`src/rtl/router_pkg.sv`:
```
// Shared definitions for the 1x3 router: header field layout, packet counter width and the
// default FIFO geometry.
package router_pkg;

    localparam int unsigned DefDepth = 16;
    localparam int unsigned DefWidth = 8;

    // Header byte layout: destination address in [1:0], payload length in [7:2].
    localparam int unsigned AddrLsb  = 0;
    localparam int unsigned AddrMsb  = 1;
    localparam int unsigned LenLsb   = 2;
    localparam int unsigned LenMsb   = 7;
    localparam int unsigned LenWidth = LenMsb - LenLsb + 1;

    // One extra bit so that max length plus the parity byte still fits.
    localparam int unsigned CntWidth = LenWidth + 1;

    typedef logic [CntWidth-1:0] cnt_t;
    typedef logic [LenWidth-1:0] len_t;

    // Bytes still to be read after a header: payload plus parity.
    function automatic cnt_t pkt_remaining(input len_t len);
        return cnt_t'(len) + cnt_t'(1);
    endfunction

endpackage

```
`src/rtl/router_pkt_counter.sv`:
```
// Tracks how many bytes of the current packet remain to be read so that the FIFO output can
// return to idle once a whole packet has gone out.
module router_pkt_counter
    import router_pkg::*;
(
    input  logic clk_i,
    input  logic clr_i,
    input  logic rd_i,
    input  logic hdr_i,
    input  len_t len_i,
    output cnt_t count_o,
    output logic zero_o
);

    cnt_t count_q, count_d;

    assign zero_o  = (count_q == '0);
    assign count_o = count_q;

    always_comb begin
        count_d = count_q;
        if (rd_i) begin
            if (hdr_i) begin
                count_d = pkt_remaining(len_i);
            end else if (!zero_o) begin
                count_d = count_q - cnt_t'(1);
            end
        end
    end

    always_ff @(posedge clk_i) begin
        if (clr_i) begin
            count_q <= '0;
        end else begin
            count_q <= count_d;
        end
    end

endmodule

```
`src/rtl/router_fifo.sv`:
```
// Per-destination packet FIFO: stores header-tagged bytes, presents them one cycle after a
// read request and drives an idle zero once the packet length counter has run out.
module router_fifo
    import router_pkg::*;
#(
    parameter int unsigned DEPTH = DefDepth,
    parameter int unsigned WIDTH = DefWidth
) (
    input  logic             clock,
    input  logic             resetn,
    input  logic             soft_reset,
    input  logic             write_enb,
    input  logic             read_enb,
    input  logic             lfd_state,
    input  logic [WIDTH-1:0] data_in,
    output logic             full,
    output logic             empty,
    output logic [WIDTH-1:0] data_out
);

    localparam int unsigned AW = $clog2(DEPTH);

    typedef logic [AW:0]    ptr_t;
    typedef logic [WIDTH:0] entry_t;

    logic             clear;
    logic             do_wr;
    logic             do_rd;
    ptr_t             wr_ptr_q, wr_ptr_d;
    ptr_t             rd_ptr_q, rd_ptr_d;
    logic             lfd_q;
    logic [WIDTH-1:0] data_out_q, data_out_d;
    entry_t           mem_q [DEPTH];
    entry_t           rd_entry;
    cnt_t             count;
    logic             count_zero;

    assign clear = !resetn || soft_reset;

    // Extra MSB on each pointer separates full from empty when the indices match.
    assign empty = (wr_ptr_q == rd_ptr_q);
    assign full  = (wr_ptr_q[AW-1:0] == rd_ptr_q[AW-1:0]) && (wr_ptr_q[AW] != rd_ptr_q[AW]);

    assign do_wr    = write_enb && !full;
    assign do_rd    = read_enb && !empty;
    assign rd_entry = mem_q[rd_ptr_q[AW-1:0]];
    assign data_out = data_out_q;

    always_comb begin
        wr_ptr_d   = wr_ptr_q;
        rd_ptr_d   = rd_ptr_q;
        data_out_d = data_out_q;
        if (do_wr) begin
            wr_ptr_d = wr_ptr_q + ptr_t'(1);
        end
        if (do_rd) begin
            rd_ptr_d   = rd_ptr_q + ptr_t'(1);
            data_out_d = rd_entry[WIDTH-1:0];
        end else if (count_zero) begin
            data_out_d = '0;
        end
    end

    always_ff @(posedge clock) begin
        if (clear) begin
            wr_ptr_q   <= '0;
            rd_ptr_q   <= '0;
            lfd_q      <= 1'b0;
            data_out_q <= '0;
        end else begin
            wr_ptr_q   <= wr_ptr_d;
            rd_ptr_q   <= rd_ptr_d;
            lfd_q      <= lfd_state;
            data_out_q <= data_out_d;
        end
    end

    // Storage needs no reset; the cleared pointers make stale entries unreachable.
    always_ff @(posedge clock) begin
        if (do_wr) begin
            mem_q[wr_ptr_q[AW-1:0]] <= {lfd_q, data_in};
        end
    end

    router_pkt_counter u_pkt_counter (
        .clk_i   (clock),
        .clr_i   (clear),
        .rd_i    (do_rd),
        .hdr_i   (rd_entry[WIDTH]),
        .len_i   (rd_entry[LenMsb:LenLsb]),
        .count_o (count),
        .zero_o  (count_zero)
    );

endmodule

```
`config.mk`:
```
export PLATFORM = sky130hd
export DESIGN_NAME = router_fifo
export DESIGN_NICKNAME = d
export VERILOG_FILES = /design/src/rtl/router_pkg.sv /design/src/rtl/router_pkt_counter.sv /design/src/rtl/router_fifo.sv
export SDC_FILE = /design/constraint.sdc
export NUM_CORES = 1
export LEC_CHECK = 0
export ABC_AREA = 1
export ABC_CLOCK_PERIOD_IN_PS = 1900
export BUFFER_PORTS_ARGS = -buffer_cell sky130_fd_sc_hd__buf_4
export CORE_MARGIN = 5
export CORE_UTILIZATION = 40
export DETAILED_ROUTE_END_ITERATION = 10
export PLACE_DENSITY_LB_ADDON = 0.08
export SETUP_SLACK_MARGIN = 0.1
export SLEW_MARGIN = 30
export SYNTH_ARGS = -nofsm -noshare
export SYNTH_HDL_FRONTEND = slang
export SYNTH_SLANG_ARGS = --single-unit
```
`constraint.sdc`:
```
create_clock -name clock -period 1.9 [get_ports clock]
set_input_delay 0.57 -clock clock [delete_from_list [all_inputs] [get_ports clock]]
set_output_delay 0.57 -clock clock [all_outputs]
set_load 0.03 [all_outputs]
```
After elaboration in Yosys (flattened, before gate mapping)
Memories as Yosys holds them, arrays and structs flattened. A register that Yosys moved wholly into a read port is not among the register bits.
Cells that the tools add are included.
W data, S select, Z words.

storage, ports and cells
  register bits = 26
  RAM bits = 144
  bits of input ports = 14
  output and inout bits = 10
  word-level logic and storage cells = 32
  memories = 1

memories
  name   words  bits a word  read ports  clocked after memory_dff  write ports  line               RTL
  mem_q  16     9            1           1                         1            router_fifo.sv:33  entry_t mem_q [DEPTH];

cells by class
  add/sub/neg operators = 4
  equality and inequality tests = 4
  multiplexer cells = 8
  reductions and logical operators = 10

operator list
  kind                   count
  $mux W8                2
  $mux W7                2
  $add A5 B1 Y5 const B  2
  $mux W4                2
  $add A6 B1 Y7 const B  1
  $logic_not A7 Y1       1
  $sub A7 B1 Y7 const B  1
  $eq A5 B5 Y1           1
  $eq A4 B4 Y1           1
  $logic_and A1 B1 Y1    3
  $logic_not A1 Y1       3
  $mux W1                2
  $ne A2 B2 Y1 const B   1
  $reduce_and A2 Y1      1
  $reduce_bool A2 Y1     1
  $logic_or A1 B1 Y1     1
  $ne A1 B1 Y1           1

Logic depth before layout (Yosys ltp)
  depth in word-level cells = 6
  depth in mapped cells = 17

Modules after synthesis
A second synthesis with hierarchy kept.

second synthesis, totals
  cells, all modules = 788
  area total of the unflattened synthesis = 7697.4 um^2

modules (own cells, without submodules)
  module              instances  cells each  area each (um^2)  sequential area each (um^2)
  router_fifo         1          690         7115.6            4784.6
  router_pkt_counter  1          98          581.8             140.1

Worst setup path before layout
No wires, ideal clock.

  path type = reg-to-reg
  start point = register rd_ptr_q[0]
  end point = memory mem_q[7][0] (netlist name), enable pin
  setup time = 0.374 ns
  arrival = 1.499 ns
  data required time = 1.526 ns
  slack = 0.026 ns
  cell stages (with the launch flop) = 9
  path buffers = 0
  clock period less this slack = 1.874 ns
  cell sequence = dfxtp_1 -> xor2_1 -> nor2_1 -> nand2_1 -> or2_2 -> nand2_1 -> nor2_1 -> inv_1 -> nor2_1

on the way
  word-level cells in the longest chain between the ends = 6

ends and longest elaborated chain
  element                        line               RTL
  start, declared                router_fifo.sv:30  ptr_t rd_ptr_q, rd_ptr_d;
  start signal, assigned         router_fifo.sv:72  rd_ptr_q <= rd_ptr_d;
  $eq A4 B4 Y1                   router_fifo.sv:42  assign full = (wr_ptr_q[AW-1:0] == rd_ptr_q[AW-1:0]) && (wr_ptr_q[AW] != rd_ptr_q[AW]);
  $logic_and A1 B1 Y1            router_fifo.sv:42
  $logic_not A1 Y1               router_fifo.sv:44  assign do_wr = write_enb && !full;
  $logic_and A1 B1 Y1            router_fifo.sv:44
  $mux W1                        router_fifo.sv:80  if (do_wr) begin
  $mux W1 (implied by the code)  router_fifo.sv:81  mem_q[wr_ptr_q[AW-1:0]] <= {lfd_q, data_in};
  end, declared                  router_fifo.sv:33

Every way passes these cells.

Final worst setup path
  start point = register rd_ptr_q[2]
  end point = output port full

on the way
  word-level cells in the longest chain between the ends = 2

ends and longest elaborated chain
  element              line               RTL
  $eq A4 B4 Y1         router_fifo.sv:42
  $logic_and A1 B1 Y1  router_fifo.sv:42
  end, declared        router_fifo.sv:16  output logic full,

Every way passes these cells.

==> flow_summary_export.csv <==
group,metric,value,unit
timing,fin_skew,0.008737,ns
global_route,grt_overflow,0,
synth,synth_async_sr_flop_share,0,%
final_layout,layout_commonest_cell,"nand2_1",
setup_path,crit_path_end_kind,"primary output",
global_route,grt_pass1_vias,5230,
setup_path,worstRegToRegCells,10,
floorplan,die_w,146.4,microns
run_status,violations,"negative setup slack",
timing,finalHoldViolations,0,
final_layout,diodes,0,
cts,worstSkewPairLatency,0.43,ns
final_layout,utilization,55.18,%
cts,cts_made_buffers,17,
final_layout,fin_area,0.01001,sq mm
cts,path_clk_slew,0.06,ns
timing,setup_viol,2,
setup_path,start_kind,"flip-flop",
setup_path,regToRegSetupSlack,0,ns
timing,slew_viol_final,0,
synth,syn_area_per_cell,10.49,sq um
setup_path,r2r-end,"mem_q[6][0]$_DFFE_PP_",
setup_path,cp_max_fo,2,
global_route,grt_max_degree,20,
floorplan,core_area,0.01815,sq mm
global_route,grt_usage,18.50,%
hold_path,hp-class,"input pin to flip-flop",
timing,grt_setup_unrepaired,"true",
synth,yosys.area.top_type_share,58.11,%
placed_design,hpwl,12620,microns
synth,syn_area,0.007441,sq mm
setup_path,r2r-start,"rd_ptr_q[2]$_SDFFE_PP0P_",
floorplan,die-area,0.02143,sq mm
timing,tightest_slew,0.6568,ns
synth,synth.area.top_cells,"edfxtp_1, nand2_1, dfxtp_1, nand3_1, inv_1",
synth,synth_ff_type,"edfxtp_1",
detailed_routing,wl_per_cell,19.03,microns
detailed_routing,drt_iter0_drc,491,
hold_path,min_to,"lfd_q$_SDFF_PP0_",
floorplan,fp.dieH,146.4,microns
synth,synth-edff-count,144,
placed_design,placed_area,0.008180,sq mm
power,ir_worst_vdd,0.6643,mV
synth,synth_nets,730,
synth,synth_top_area_cell,"edfxtp_1",
final_layout,syn_to_final_growth,34.59,%
final_layout,nets,828,
timing,min_period,2.100,ns
floorplan,initial_utilization,41.00,%
cts,clock_path_buffers,2,
synth,synth.distinct_cells,30,
run,maxCapViolations,0,
hold_path,worstHoldStart,"lfd_state",
cts,cts_max_level,4,
setup_path,crit_arrival,1.53,ns
detailed_routing,first_pass_iters,5,
placed_design,io_buffers,23,
floorplan,num_io_pins,24,
run_status,status,"finished, violations left",
global_route,grt_antenna_before_repair,0,
cts,cts_tree,"built",
detailed_routing,postRouteAntennaNets,0,
detailed_routing,vias,5395,
timing,post-route-period-util,110.5,%
timing,layout_setup_ws,-0.1997,ns
cts,clock_sinks,174,
detailed_routing,drc,0,
global_route,grt_pass1_wl,30370,microns
floorplan,rows,49,
power,p_leak,0.003846,uW
cts,cts-root-buf,"clkbuf_16",
detailed_routing,wirelength,19960,microns
timing,max-slew-margin-rel,56.16,%
hold_path,hold_depth,3,
timing,fmax,476.3,MHz
setup_path,path_class,"flip-flop to primary output",
power,powerDensity,849.5,mW/mm^2
final_layout,layout_common_cells,"nand2_1, edfxtp_1, inv_1, buf_4, nand3_1",
detailed_routing,vias_per_cell,5.143,
synth,ys.warnings.count,0,
synth,synth-seq-cells,174,
setup_path,critPathRequiredTime,1.33,ns
placed_design,place.gp.congestion,0.8644,
final_layout,drive_above_1_share,30.85,%
synth,synthCells,709,
synth,yosysSeqAreaShare,66.18,%
==> per-layer routing <==
metal | track usage [%] | part of all wire, % | vias to the layer above
met3 | 3.471 | 4.2 | 31
met5 | 0 | 0 | -
met1 | 25.33 | 46 | 2632
met4 | 6.068 | 2.2 | 0
met2 | 29.89 | 48 | 120
li1 | - | - | 2612
==> worst max-delay path, cell delays in order (launching register included) <==
cell and delay [ns]:
dfxtp_1 0.32, xor2_1 0.16, nor2_1 0.15, nand2_1 0.07, or2_4 0.23, inv_2 0.05
buf_6 0.12
==> registers in the layout, indices dropped and copies added, names as in the netlist, named ones only <==
signal / flops
data_out: 8
lfd_q: 1
mem_q: 144
rd_ptr_q: 5
u_pkt_counter.count_o: 7
wr_ptr_q: 5
==> logic make-up after synthesis <==
group / Yosys count / synth area share [%]
simple gates: 311 / 17.20
flops: 174 / 66.18
buf+inv: 105 / 6.608
compound gates: 103 / 7.769
xor+xnor: 9 / 1.059
fa+ha+maj: 7 / 1.177
==> worst max path at each step <==
stage,start,to,slack (ns),depth (start not counted)
finish,rd_ptr_q[2]$_SDFFE_PP0P_,full,-0.20,6
detailed placement,rd_ptr_q[0]$_SDFFE_PP0P_,mem_q[6][4]$_DFFE_PP_,-0.34,9
floorplan,rd_ptr_q[0]$_SDFFE_PP0P_,mem_q[7][0]$_DFFE_PP_,0.03,8
global route,rd_ptr_q[1]$_SDFFE_PP0P_,empty,-0.32,6
CTS,rd_ptr_q[0]$_SDFFE_PP0P_,full,-0.23,6
global placement,wr_ptr_q[0]$_SDFFE_PP0P_,mem_q[6][6]$_DFFE_PP_,-0.32,9
==> area by class of cell <==
type | count | area, sq um
Sequential cell | 174 | 4933
Clock buffer | 22 | 454.2
Timing Repair Buffer | 110 | 1314
Tap cell | 229 | 286.5
Fill cell | 1533 | 8133
Clock inverter | 10 | 140.1
Multi-Input combinational cell | 430 | 2582
Inverter | 74 | 304.0
==> cell usage after synthesis, drive strengths merged (2+ instances only) <==
library cell / count
ha: 7
nand3: 63
o311ai: 3
inv: 72
dfxtp: 30
nor2: 59
o21ai: 37
nor3: 3
o211ai: 12
xnor2: 3
clkinv: 2
buf: 28
edfxtp: 144
a22oi: 4
xor2: 6
nand4: 2
a21oi: 45
clkbuf: 3
nand2: 182
==> through the flow <==
| stage | instances | power (uW) | TNS [ns] | hold WS (ns) | setup slack (ns) |
|---|---|---|---|---|---|
| after floorplan | 709 | 4565 | 0 | 0.4426 | 0.02632 |
| after CTS | 1036 | 8420 | -0.4077 | 0.3687 | -0.2254 |
| after detailed placement | 983 | 4811 | -23.61 | 0.4543 | -0.3363 |
| final | 1049 | 8508 | -0.3786 | 0.3745 | -0.1997 |
| after global placement | 983 | 4808 | -19.69 | 0.4560 | -0.3183 |
| after global routing | 1049 | 8791 | -4.975 | 0.3784 | -0.3204 |
==> power breakdown <==
| group | total, uW | internal, uW | switching, uW | leakage (uW) |
|---|---|---|---|---|
| combinational | 801 | 334 | 466 | 0.00201 |
| clock | 3530 | 2100 | 1420 | 0.000281 |
| sequential | 4180 | 4160 | 22.2 | 0.00155 |
| total | 8510 | 6600 | 1910 | 0.00385 |
==> what timing repair did <==
action	4_1_cts	5_1_grt
setup buffers	15	9
pin swaps	30	52
setup endpoints to repair	161	148
gates cloned	6	4
gates resized for setup	112	97
hold buffers	0	0
Power figures use the tool's default switching activity.
